## src/rtl/fpga_slave_spi_pkg.sv

```systemverilog
// Shared definitions for the fpga_slave SPI command link: opcodes, byte-engine
// state encoding, default link timing and small helpers used by the master
// and by the slave-side decoder.
package fpga_slave_spi_pkg;

    // Command opcodes; bit 7 set means the opcode carries a 16-bit parameter.
    localparam logic [7:0] OP_TON   = 8'h91;
    localparam logic [7:0] OP_TOFF  = 8'h9E;
    localparam logic [7:0] OP_MODE  = 8'h9C;
    localparam logic [7:0] OP_IP    = 8'h93;
    localparam logic [7:0] OP_START = 8'h06;

    // Default link timing, in system clock cycles.
    localparam int unsigned DEF_CLK_DIV_HALF = 2;
    localparam int unsigned DEF_CS_SETUP     = 5;
    localparam int unsigned DEF_CS_HOLD      = 5;
    localparam int unsigned DEF_CS_GAP       = 5;

    // Phases of one chip-select framed byte transfer.
    typedef enum logic [2:0] {
        XS_IDLE,
        XS_SETUP,
        XS_SHIFT,
        XS_HOLD,
        XS_GAP
    } xfer_state_e;

    // Index of the final byte of a frame: opcode only, or opcode + 2 param bytes.
    function automatic logic [1:0] last_byte_idx(input logic [7:0] opcode);
        return opcode[7] ? 2'd2 : 2'd0;
    endfunction

    // Place one received byte into the 24-bit response word (byte 0 in [7:0]).
    function automatic logic [23:0] put_byte(input logic [23:0] word,
                                              input logic [1:0]  idx,
                                              input logic [7:0]  b);
        logic [23:0] w;
        w = word;
        case (idx)
            2'd0:    w[7:0]   = b;
            2'd1:    w[15:8]  = b;
            default: w[23:16] = b;
        endcase
        return w;
    endfunction

endpackage

```

## src/rtl/spi_byte_xfer.sv

```systemverilog
// One chip-select framed SPI byte (mode 0, MSB first): cs_n setup, eight
// SCLK periods, cs_n hold and a cs_n-high gap. done_o marks the edge that ends
// the gap; a start on that same edge chains straight into the next byte.
module spi_byte_xfer
    import fpga_slave_spi_pkg::*;
#(
    parameter int unsigned CLK_DIV_HALF = DEF_CLK_DIV_HALF,
    parameter int unsigned CS_SETUP     = DEF_CS_SETUP,
    parameter int unsigned CS_HOLD      = DEF_CS_HOLD,
    parameter int unsigned CS_GAP       = DEF_CS_GAP
) (
    input  logic       clk_i,
    input  logic       rst_i,
    input  logic       start_i,
    input  logic [7:0] tx_i,
    output logic       done_o,
    output logic [7:0] rx_o,
    output logic       sclk_o,
    output logic       cs_n_o,
    output logic       mosi_o,
    input  logic       miso_i
);

    // Down-counter reload values: a phase of N cycles loads N-1.
    localparam logic [15:0] SETUP_LD = 16'(CS_SETUP - 1);
    localparam logic [15:0] HALF_LD  = 16'(CLK_DIV_HALF - 1);
    localparam logic [15:0] HOLD_LD  = 16'(CS_HOLD - 1);
    localparam logic [15:0] GAP_LD   = 16'(CS_GAP - 1);

    xfer_state_e state_q, state_d;
    logic [15:0] cnt_q, cnt_d;
    logic [3:0]  half_q, half_d;
    logic        cs_n_q, cs_n_d;
    logic        sclk_q, sclk_d;
    logic        mosi_q, mosi_d;
    logic [7:0]  sh_q, sh_d;
    logic [7:0]  rx_q, rx_d;

    assign done_o = (state_q == XS_GAP) && (cnt_q == 16'd0);
    assign rx_o   = rx_q;
    assign sclk_o = sclk_q;
    assign cs_n_o = cs_n_q;
    assign mosi_o = mosi_q;

    // Next-state and registered-output logic for the byte phases.
    always_comb begin
        state_d = state_q;
        cnt_d   = cnt_q;
        half_d  = half_q;
        cs_n_d  = cs_n_q;
        sclk_d  = sclk_q;
        mosi_d  = mosi_q;
        sh_d    = sh_q;
        rx_d    = rx_q;
        case (state_q)
            XS_IDLE: begin
                cs_n_d = 1'b1;
                sclk_d = 1'b0;
                mosi_d = 1'b0;
                if (start_i) begin
                    state_d = XS_SETUP;
                    cs_n_d  = 1'b0;
                    cnt_d   = SETUP_LD;
                    sh_d    = tx_i;
                end
            end
            XS_SETUP: begin
                if (cnt_q == 16'd0) begin
                    // First low phase: present the MSB.
                    state_d = XS_SHIFT;
                    cnt_d   = HALF_LD;
                    half_d  = 4'd0;
                    sclk_d  = 1'b0;
                    mosi_d  = sh_q[7];
                end else begin
                    cnt_d = cnt_q - 16'd1;
                end
            end
            XS_SHIFT: begin
                if (cnt_q != 16'd0) begin
                    cnt_d = cnt_q - 16'd1;
                end else if (half_q == 4'd15) begin
                    // Final falling edge ends the byte.
                    state_d = XS_HOLD;
                    sclk_d  = 1'b0;
                    cnt_d   = HOLD_LD;
                end else begin
                    half_d = half_q + 4'd1;
                    cnt_d  = HALF_LD;
                    if (!sclk_q) begin
                        // Rising edge: capture MISO.
                        sclk_d = 1'b1;
                        rx_d   = {rx_q[6:0], miso_i};
                    end else begin
                        // Falling edge: advance to the next MOSI bit.
                        sclk_d = 1'b0;
                        sh_d   = {sh_q[6:0], 1'b0};
                        mosi_d = sh_q[6];
                    end
                end
            end
            XS_HOLD: begin
                if (cnt_q == 16'd0) begin
                    state_d = XS_GAP;
                    cs_n_d  = 1'b1;
                    mosi_d  = 1'b0;
                    cnt_d   = GAP_LD;
                end else begin
                    cnt_d = cnt_q - 16'd1;
                end
            end
            XS_GAP: begin
                if (cnt_q == 16'd0) begin
                    if (start_i) begin
                        state_d = XS_SETUP;
                        cs_n_d  = 1'b0;
                        cnt_d   = SETUP_LD;
                        sh_d    = tx_i;
                    end else begin
                        state_d = XS_IDLE;
                    end
                end else begin
                    cnt_d = cnt_q - 16'd1;
                end
            end
            default: begin
                state_d = XS_IDLE;
                cs_n_d  = 1'b1;
                sclk_d  = 1'b0;
                mosi_d  = 1'b0;
            end
        endcase
    end

    // Control state and SPI pins; reset parks the bus idle.
    always_ff @(posedge clk_i) begin
        if (rst_i) begin
            state_q <= XS_IDLE;
            cnt_q   <= 16'd0;
            half_q  <= 4'd0;
            cs_n_q  <= 1'b1;
            sclk_q  <= 1'b0;
            mosi_q  <= 1'b0;
        end else begin
            state_q <= state_d;
            cnt_q   <= cnt_d;
            half_q  <= half_d;
            cs_n_q  <= cs_n_d;
            sclk_q  <= sclk_d;
            mosi_q  <= mosi_d;
        end
    end

    // TX/RX shift registers carry data only and need no reset.
    always_ff @(posedge clk_i) begin
        sh_q <= sh_d;
        rx_q <= rx_d;
    end

endmodule

```

## src/rtl/spi_cmd_master.sv

```systemverilog
// SPI command initiator for the fpga_slave port. Accepts opcode + 16-bit
// parameter, sends opcode (and param low, param high when opcode[7] is set)
// as separate chip-select windows, and returns the captured MISO bytes.
module spi_cmd_master
    import fpga_slave_spi_pkg::*;
#(
    parameter int unsigned CLK_DIV_HALF = DEF_CLK_DIV_HALF,
    parameter int unsigned CS_SETUP     = DEF_CS_SETUP,
    parameter int unsigned CS_HOLD      = DEF_CS_HOLD,
    parameter int unsigned CS_GAP       = DEF_CS_GAP
) (
    input  logic        clk_in,
    input  logic        sys_rst,
    input  logic        cmd_valid,
    output logic        cmd_ready,
    input  logic [7:0]  cmd_opcode,
    input  logic [15:0] cmd_param,
    output logic        rsp_valid,
    output logic [23:0] rsp_data,
    output logic        busy,
    output logic        sclk,
    output logic        cs_n,
    output logic        mosi,
    input  logic        miso
);

    logic        ready_q, ready_d;
    logic        active_q, active_d;
    logic [1:0]  idx_q, idx_d;
    logic [1:0]  last_q, last_d;
    logic        rsp_valid_q, rsp_valid_d;
    logic [23:0] rsp_data_q, rsp_data_d;
    logic [23:0] acc_q, acc_d;
    logic [15:0] param_q, param_d;

    logic        accept;
    logic        xfer_start;
    logic [7:0]  xfer_tx;
    logic        xfer_done;
    logic [7:0]  xfer_rx;
    logic [23:0] merged;

    assign cmd_ready = ready_q;
    assign busy      = ~ready_q;
    assign rsp_valid = rsp_valid_q;
    assign rsp_data  = rsp_data_q;

    spi_byte_xfer #(
        .CLK_DIV_HALF(CLK_DIV_HALF),
        .CS_SETUP    (CS_SETUP),
        .CS_HOLD     (CS_HOLD),
        .CS_GAP      (CS_GAP)
    ) u_xfer (
        .clk_i  (clk_in),
        .rst_i  (sys_rst),
        .start_i(xfer_start),
        .tx_i   (xfer_tx),
        .done_o (xfer_done),
        .rx_o   (xfer_rx),
        .sclk_o (sclk),
        .cs_n_o (cs_n),
        .mosi_o (mosi),
        .miso_i (miso)
    );

    // Frame sequencing: accept, chain bytes on each byte-done, publish response.
    always_comb begin
        ready_d     = ready_q;
        active_d    = active_q;
        idx_d       = idx_q;
        last_d      = last_q;
        rsp_valid_d = 1'b0;
        rsp_data_d  = rsp_data_q;
        acc_d       = acc_q;
        param_d     = param_q;
        xfer_start  = 1'b0;
        xfer_tx     = cmd_opcode;
        accept      = cmd_valid && ready_q;
        merged      = put_byte(acc_q, idx_q, xfer_rx);
        // Leaving reset with no frame in flight raises ready on the next edge.
        if (!active_q) begin
            ready_d = 1'b1;
        end
        if (accept) begin
            // Opcode goes out directly so cs_n falls on the acceptance edge.
            ready_d    = 1'b0;
            active_d   = 1'b1;
            param_d    = cmd_param;
            last_d     = last_byte_idx(cmd_opcode);
            idx_d      = 2'd0;
            acc_d      = 24'd0;
            xfer_start = 1'b1;
            xfer_tx    = cmd_opcode;
        end else if (active_q && xfer_done) begin
            acc_d = merged;
            if (idx_q == last_q) begin
                rsp_valid_d = 1'b1;
                rsp_data_d  = merged;
                active_d    = 1'b0;
                ready_d     = 1'b1;
            end else begin
                idx_d      = idx_q + 2'd1;
                xfer_start = 1'b1;
                xfer_tx    = (idx_q == 2'd0) ? param_q[7:0] : param_q[15:8];
            end
        end
    end

    // Control and response registers; reset drops any frame in flight.
    always_ff @(posedge clk_in) begin
        if (sys_rst) begin
            ready_q     <= 1'b0;
            active_q    <= 1'b0;
            idx_q       <= 2'd0;
            last_q      <= 2'd0;
            rsp_valid_q <= 1'b0;
            rsp_data_q  <= 24'd0;
        end else begin
            ready_q     <= ready_d;
            active_q    <= active_d;
            idx_q       <= idx_d;
            last_q      <= last_d;
            rsp_valid_q <= rsp_valid_d;
            rsp_data_q  <= rsp_data_d;
        end
    end

    // Latched parameter and partial response are pure data.
    always_ff @(posedge clk_in) begin
        param_q <= param_d;
        acc_q   <= acc_d;
    end

endmodule

```

## config.mk

```make
export PLATFORM = sky130hd
export DESIGN_NAME = spi_cmd_master
export DESIGN_NICKNAME = d
export VERILOG_FILES = /design/src/rtl/fpga_slave_spi_pkg.sv /design/src/rtl/spi_byte_xfer.sv /design/src/rtl/spi_cmd_master.sv
export SDC_FILE = /design/constraint.sdc
export NUM_CORES = 1
export LEC_CHECK = 0
export ABC_CLOCK_PERIOD_IN_PS = 6500
export BUFFER_PORTS_ARGS = -buffer_cell sky130_fd_sc_hd__buf_2
export CAP_MARGIN = 10
export CORE_ASPECT_RATIO = 1.4
export CORE_MARGIN = 8
export CORE_UTILIZATION = 50
export DETAILED_ROUTE_END_ITERATION = 12
export HOLD_SLACK_MARGIN = 0.05
export PLACE_DENSITY = 0.7
export SYNTH_ARGS = -nofsm -noshare
export SYNTH_HDL_FRONTEND = slang
export SYNTH_SLANG_ARGS = --single-unit
export TNS_END_PERCENT = 30
```

## constraint.sdc

```tcl
create_clock -name clk_in -period 6.5 [get_ports clk_in]
set_clock_uncertainty 0.1 [all_clocks]
set_input_delay 0.65 -clock clk_in [delete_from_list [all_inputs] [get_ports clk_in]]
set_output_delay 0.65 -clock clk_in [all_outputs]
set_load 0.005 [all_outputs]
```

# Word level (Yosys, flattened, before mapping)
# Cells that the tools add are included.
# word_totals
input_bits	28
regBits	113
out_inout_bits	30
elab_cells	130
# classes
bitwise_logic	10
n_eq_ne	16
mux	58
addsub	3
reduce_logical	27
# op_table
cell	n
$mux W8	12
$mux W16	5
$pmux W16 S5	1
$pmux W8 S3	1
$mux W1	23
$mux W3	7
$logic_not A16 Y1	1
$reduce_bool A16 Y1	1
$sub A16 B1 Y16 const B	1
$pmux W3 S5	1
$mux W4	3
$ne A2 B1 Y1 const B	6
$reduce_and A4 Y1	3
$reduce_and A6 Y1	2
$not A1 Y1	10
$pmux W1 S4	2
$pmux W4 S2	1
$reduce_or A2 Y1	4
$eq A3 B2 Y1 const B	2
$ne A2 B2 Y1 const B	3
$reduce_and A3 Y1	2
$reduce_bool A2 Y1	3
$reduce_and A5 Y1	1
$reduce_bool A5 Y1	1
other kinds (15)	18

# Depth between registers and ports, before layout
# logic_depth
ltp_word	8
mapped_depth	9
depth_no_buf	7

# Cells and area by module
# From an unflattened synthesis, not the netlist that was laid out.
# unflattened
hier_cells	535
hier_area_um2	5386.4
# by_module_without_submodules
mod	seq_area_each_um2	instances	cells_per_inst	area_each_um2
spi_cmd_master	1561.5	1	274	3139.3
spi_byte_xfer	1001.0	1	261	2247.2

# Worst setup path before layout
# No wires, ideal clock.
# synth_timing
path_kind	reg-to-reg
startpoint	register u_xfer.cnt_q[0]
endpoint	register u_xfer.rx_q[0], in the netlist u_xfer.rx_o[0] (enable)
n_path_buf	1
synth_period_minus_slack_ns	2.739
setup_ns	0.395
arrival_time_ns	2.244
t_required_ns	6.005
path_stages_with_launch	8
setup_slack_ns	3.761
path_cell_list	dfxtp_1 > inv_1 > ha_1 > nor3b_2 > and4_1 > clkbuf_1 > nand2_1 > nor4_1
# synth_via
elab_chain_cells	3
# synth_rtl
item	line	rtl
from (decl)	spi_byte_xfer.sv:31	logic [15:0] cnt_q, cnt_d;
from (signal assigned)	spi_byte_xfer.sv:146	cnt_q <= cnt_d;
$reduce_bool A16 Y1	spi_byte_xfer.sv:80	if (cnt_q != 16'd0) begin
$not A1 Y1 (no line)	-	
$reduce_and A4 Y1 (no line)	-	
to (signal assigned)	spi_byte_xfer.sv:157	rx_q <= rx_d;
to (decl)	spi_byte_xfer.sv:37	logic [7:0] rx_q, rx_d;
# Every way passes these cells.
# A chain may end at the register's enable or synchronous reset.

# Worst setup path after layout
# layout_timing
startpoint	register u_xfer.state_q[2]
endpoint	register u_xfer.cnt_q[13]
# layout_via
elab_chain_cells	8
elab_cells_between_ends	13
cone_classes	eq/ne: 4; mux: 5; reduce/logical: 4
# layout_rtl
item	line	rtl
from (decl)	spi_byte_xfer.sv:30	xfer_state_e state_q, state_d;
from (signal assigned)	spi_byte_xfer.sv:145	state_q <= state_d;
$eq A3 B3 Y1	spi_byte_xfer.sv:39, spi_byte_xfer.sv:55	
$logic_and A1 B1 Y1	spi_byte_xfer.sv:39	assign done_o = (state_q == XS_GAP) && (cnt_q == 16'd0);
$logic_and A1 B1 Y1	spi_cmd_master.sv:94	end else if (active_q && xfer_done) begin
$mux W1	spi_cmd_master.sv:94	
$mux W1	spi_cmd_master.sv:84	if (accept) begin
$mux W16 (2 in a row)	-	
$pmux W16 S5	spi_byte_xfer.sv:55	case (state_q)
# Several ways; a longest one is shown, not always the timed one.

==> impl_metrics.env <==
export IMPL_tns_ns=0
export IMPL_dieArea_sq_um=14100
export IMPL_setup_ws_ns=3.49
export IMPL_clock_latency_ns=0.35
export IMPL_ys_seq_elements=112
export IMPL_synth_area_sq_um=5260
export IMPL_grt_overflow=0
export IMPL_die_h_um=137
export IMPL_synth_warnings=0
export IMPL_worstHoldStart="cmd_param[11]"
export IMPL_post_place_ws_ns=3.54
export IMPL_clk_pin_slew_worst_paths_ns=0.08
export IMPL_cts_setup_buffers=0
export IMPL_wl_per_cell_um=17.1
export IMPL_synthXorXnorAreaFrac=0.00833
export IMPL_cts_sinks=112
export IMPL_n_fill_cell=902
export IMPL_grt_pass1_wl_um=19800
export IMPL_cts_root_buf="clkbuf_16"
export IMPL_wirelength_um=12100
export IMPL_num_io_pins=58
export IMPL_route_met2_wl_um=6290
export IMPL_yosysUniqueCellTypes=57
export IMPL_fin_nets=595
export IMPL_core_rowCount=44
export IMPL_cp_required_ns=6.66
export IMPL_wl_met3_um=551
export IMPL_avgSynthCellArea_sq_um=9.94
export IMPL_outcome="finished, final reports clean"
export IMPL_synth_nets=561
export IMPL_total_power_mw=2.58
export IMPL_cts_buffer_depth=2
export IMPL_holdWs_ns=0.371
export IMPL_routabilityCongestion=0.827
export IMPL_p_leak_nw=2.31
export IMPL_hold_viol_final=0
export IMPL_grt_pass1_vias=4015
export IMPL_syn_to_final_growth_pct=11.3
export IMPL_track_usage=0.178
export IMPL_finalCriticalPeriod_ns=3.01
export IMPL_drc_errors=0
export IMPL_diodes=0
export IMPL_ctsHoldBuffers=0
export IMPL_start_util=0.511
export IMPL_yosysSeqAreaShare=0.488
export IMPL_final_cell_mix="80 x dfxtp_1, 67 x nor2_1, 57 x buf_2"
export IMPL_cp_end_kind="register"
export IMPL_critPathMaxFanout=18
export IMPL_synth_simple_area_share=0.200
export IMPL_max_slew_margin=0.244
export IMPL_tritoncts="built"
export IMPL_crit_arrival_ns=3.17
export IMPL_antenna_left=0
export IMPL_hpwl_um=8090
export IMPL_grt_antenna_before_repair=0
export IMPL_synth_top_family_by_area="simple AND/OR/NAND/NOR gates"
export IMPL_htree_levels=3
export IMPL_drt_pass1_iter_count=4
export IMPL_synthCells=529
export IMPL_p_int_mw=1.46
export IMPL_r2r_start="u_xfer.state_q[2]$_SDFFE_PP0P_"
export IMPL_synth_compound_area_frac=0.148
export IMPL_die_width_um=103
export IMPL_synth_async_reset_ratio=0
export IMPL_fin_crit_sh=0.463
export IMPL_synthMuxAreaShare=0.0990
export IMPL_clock_fmax_mhz=332
export IMPL_cts_resized=0
export IMPL_viasPerCell=5.87
export IMPL_synth_edff_count=32
export IMPL_ys_flop_type="dfxtp_1"
export IMPL_tightest_slew_ns=1.13
export IMPL_setup_viol_count_final=0
export IMPL_drv_cap=0
export IMPL_portBuffers=57
export IMPL_pwr_share_seq=0.367
export IMPL_slew_violations=0
export IMPL_grt_setup_unrepaired="false"
export IMPL_setup_worst_path_start="u_xfer.state_q[2]$_SDFFE_PP0P_"
export IMPL_p_comb_frac=0.419
export IMPL_grt_max_degree=65
export IMPL_drive_above_1_share=0.194
export IMPL_final_common_cell="dfxtp_1"
export IMPL_numCtsBuffers=9
export IMPL_top_layer="met4"
export IMPL_powerDensity_nw_per_um2=440
export IMPL_worstSetupPathType="register to register"
export IMPL_drt_first_iter_violations=188
export IMPL_crit_path_start_kind="register"
export IMPL_num_vias=4145
export IMPL_switching_power_mw=1.12
export IMPL_coreArea_sq_um=10300
export IMPL_routedLengthMet1_um=4990
export IMPL_yosys_area_share_adder=0.00952
export IMPL_netSwitchingFraction=0.435
export IMPL_pwr_share_clk=0.214
export IMPL_ir_drop_mv=0.271
export IMPL_holdCritPathClass="input pin to register"
registers in the layout, indices dropped and copies added (netlist names), 2 cells and up:
register / count
acc_q: 24
idx_q: 2
u_xfer.state_q: 3
u_xfer.sh_q: 8
rsp_data: 24
u_xfer.cnt_q: 16
param_q: 16
u_xfer.half_q: 4
u_xfer.rx_o: 8
power by group through the flow:
stage | combinational [mW] | sequential (mW) | clock (mW)
after global routing | 1.19 | 0.957 | 0.589
final | 1.08 | 0.945 | 0.551
after floorplan | 0.889 | 0.899 | 0
after CTS | 1.07 | 0.941 | 0.564
after global placement | 1.03 | 0.948 | 0
after detailed placement | 1.06 | 0.954 | 0
area by class of cell:
class,instances,area [sq um],area share
timing repair buffer,62,323,0.0552
tap,138,173,0.0295
inverter,9,33.8,0.00577
clock buffer,10,239,0.0408
sequential,112,2560,0.438
multi-input combinational,369,2460,0.420
clock inverter,6,62.6,0.0107
cell usage after synthesis (all sizes together) (8+ instances only):
master	number	share of area
a211oi	19	0.027
a21oi	21	0.020
a311oi	18	0.030
a31oi	17	0.020
buf	15	0.020
clkbuf	24	0.021
dfxtp	80	0.30
edfxtp	32	0.18
inv	8	0.0057
mux2	8	0.017
mux2i	43	0.082
nand2	36	0.026
nand2b	8	0.0095
nand3	21	0.027
nor2	69	0.050
nor3	11	0.013
nor4	15	0.028
o21ai	23	0.022
metrics by stage:
step	cells	cell area, sq um	utilization
2_1_floorplan	529	5260	-
3_3_place_gp	690	5550	0.539
3_5_place_dp	690	5550	0.539
4_1_cts	706	5850	0.568
5_1_grt	706	5850	0.568
6_report	706	5850	0.568
metal layers:
metal / vias up / global-route usage
li1: 2027 / -
met1: 1982 / 0.208
met2: 115 / 0.309
met3: 21 / 0.0369
met4: 0 / 0.0663
met5: - / 0
cells by family (layout without fill, tap and decap cells):
family                   Yosys count  after routing
XOR/XNOR                           5              5
multiplexers                      51             51
adder cells (fa/ha/maj)            4              4
buffers and inverters             48             87
AO/OA/AOI/OAI                    116            116
flip-flops                       112            112
AND/OR/NAND/NOR                  193            193
critical path, cell delays in order, from the launching register on:
cell      delay (ns)
dfxtp_1         0.71
clkinv_1        0.43
xnor2_1         0.29
nor2_1          0.88
o41ai_1         0.22
a311oi_1        0.30
worst paths after layout:
kind,depth (start not counted),slack (ns),end
worst min-delay path,1,0.37,param_q[11]$_DFFE_PP_
worst max register to register,5,3.49,u_xfer.cnt_q[13]$_SDFFE_PP0P_
worst min register to register,2,0.38,last_q[1]$_SDFFE_PP0P_
worst max-delay path,5,3.49,u_xfer.cnt_q[13]$_SDFFE_PP0P_
Power figures use the tool's default switching activity.
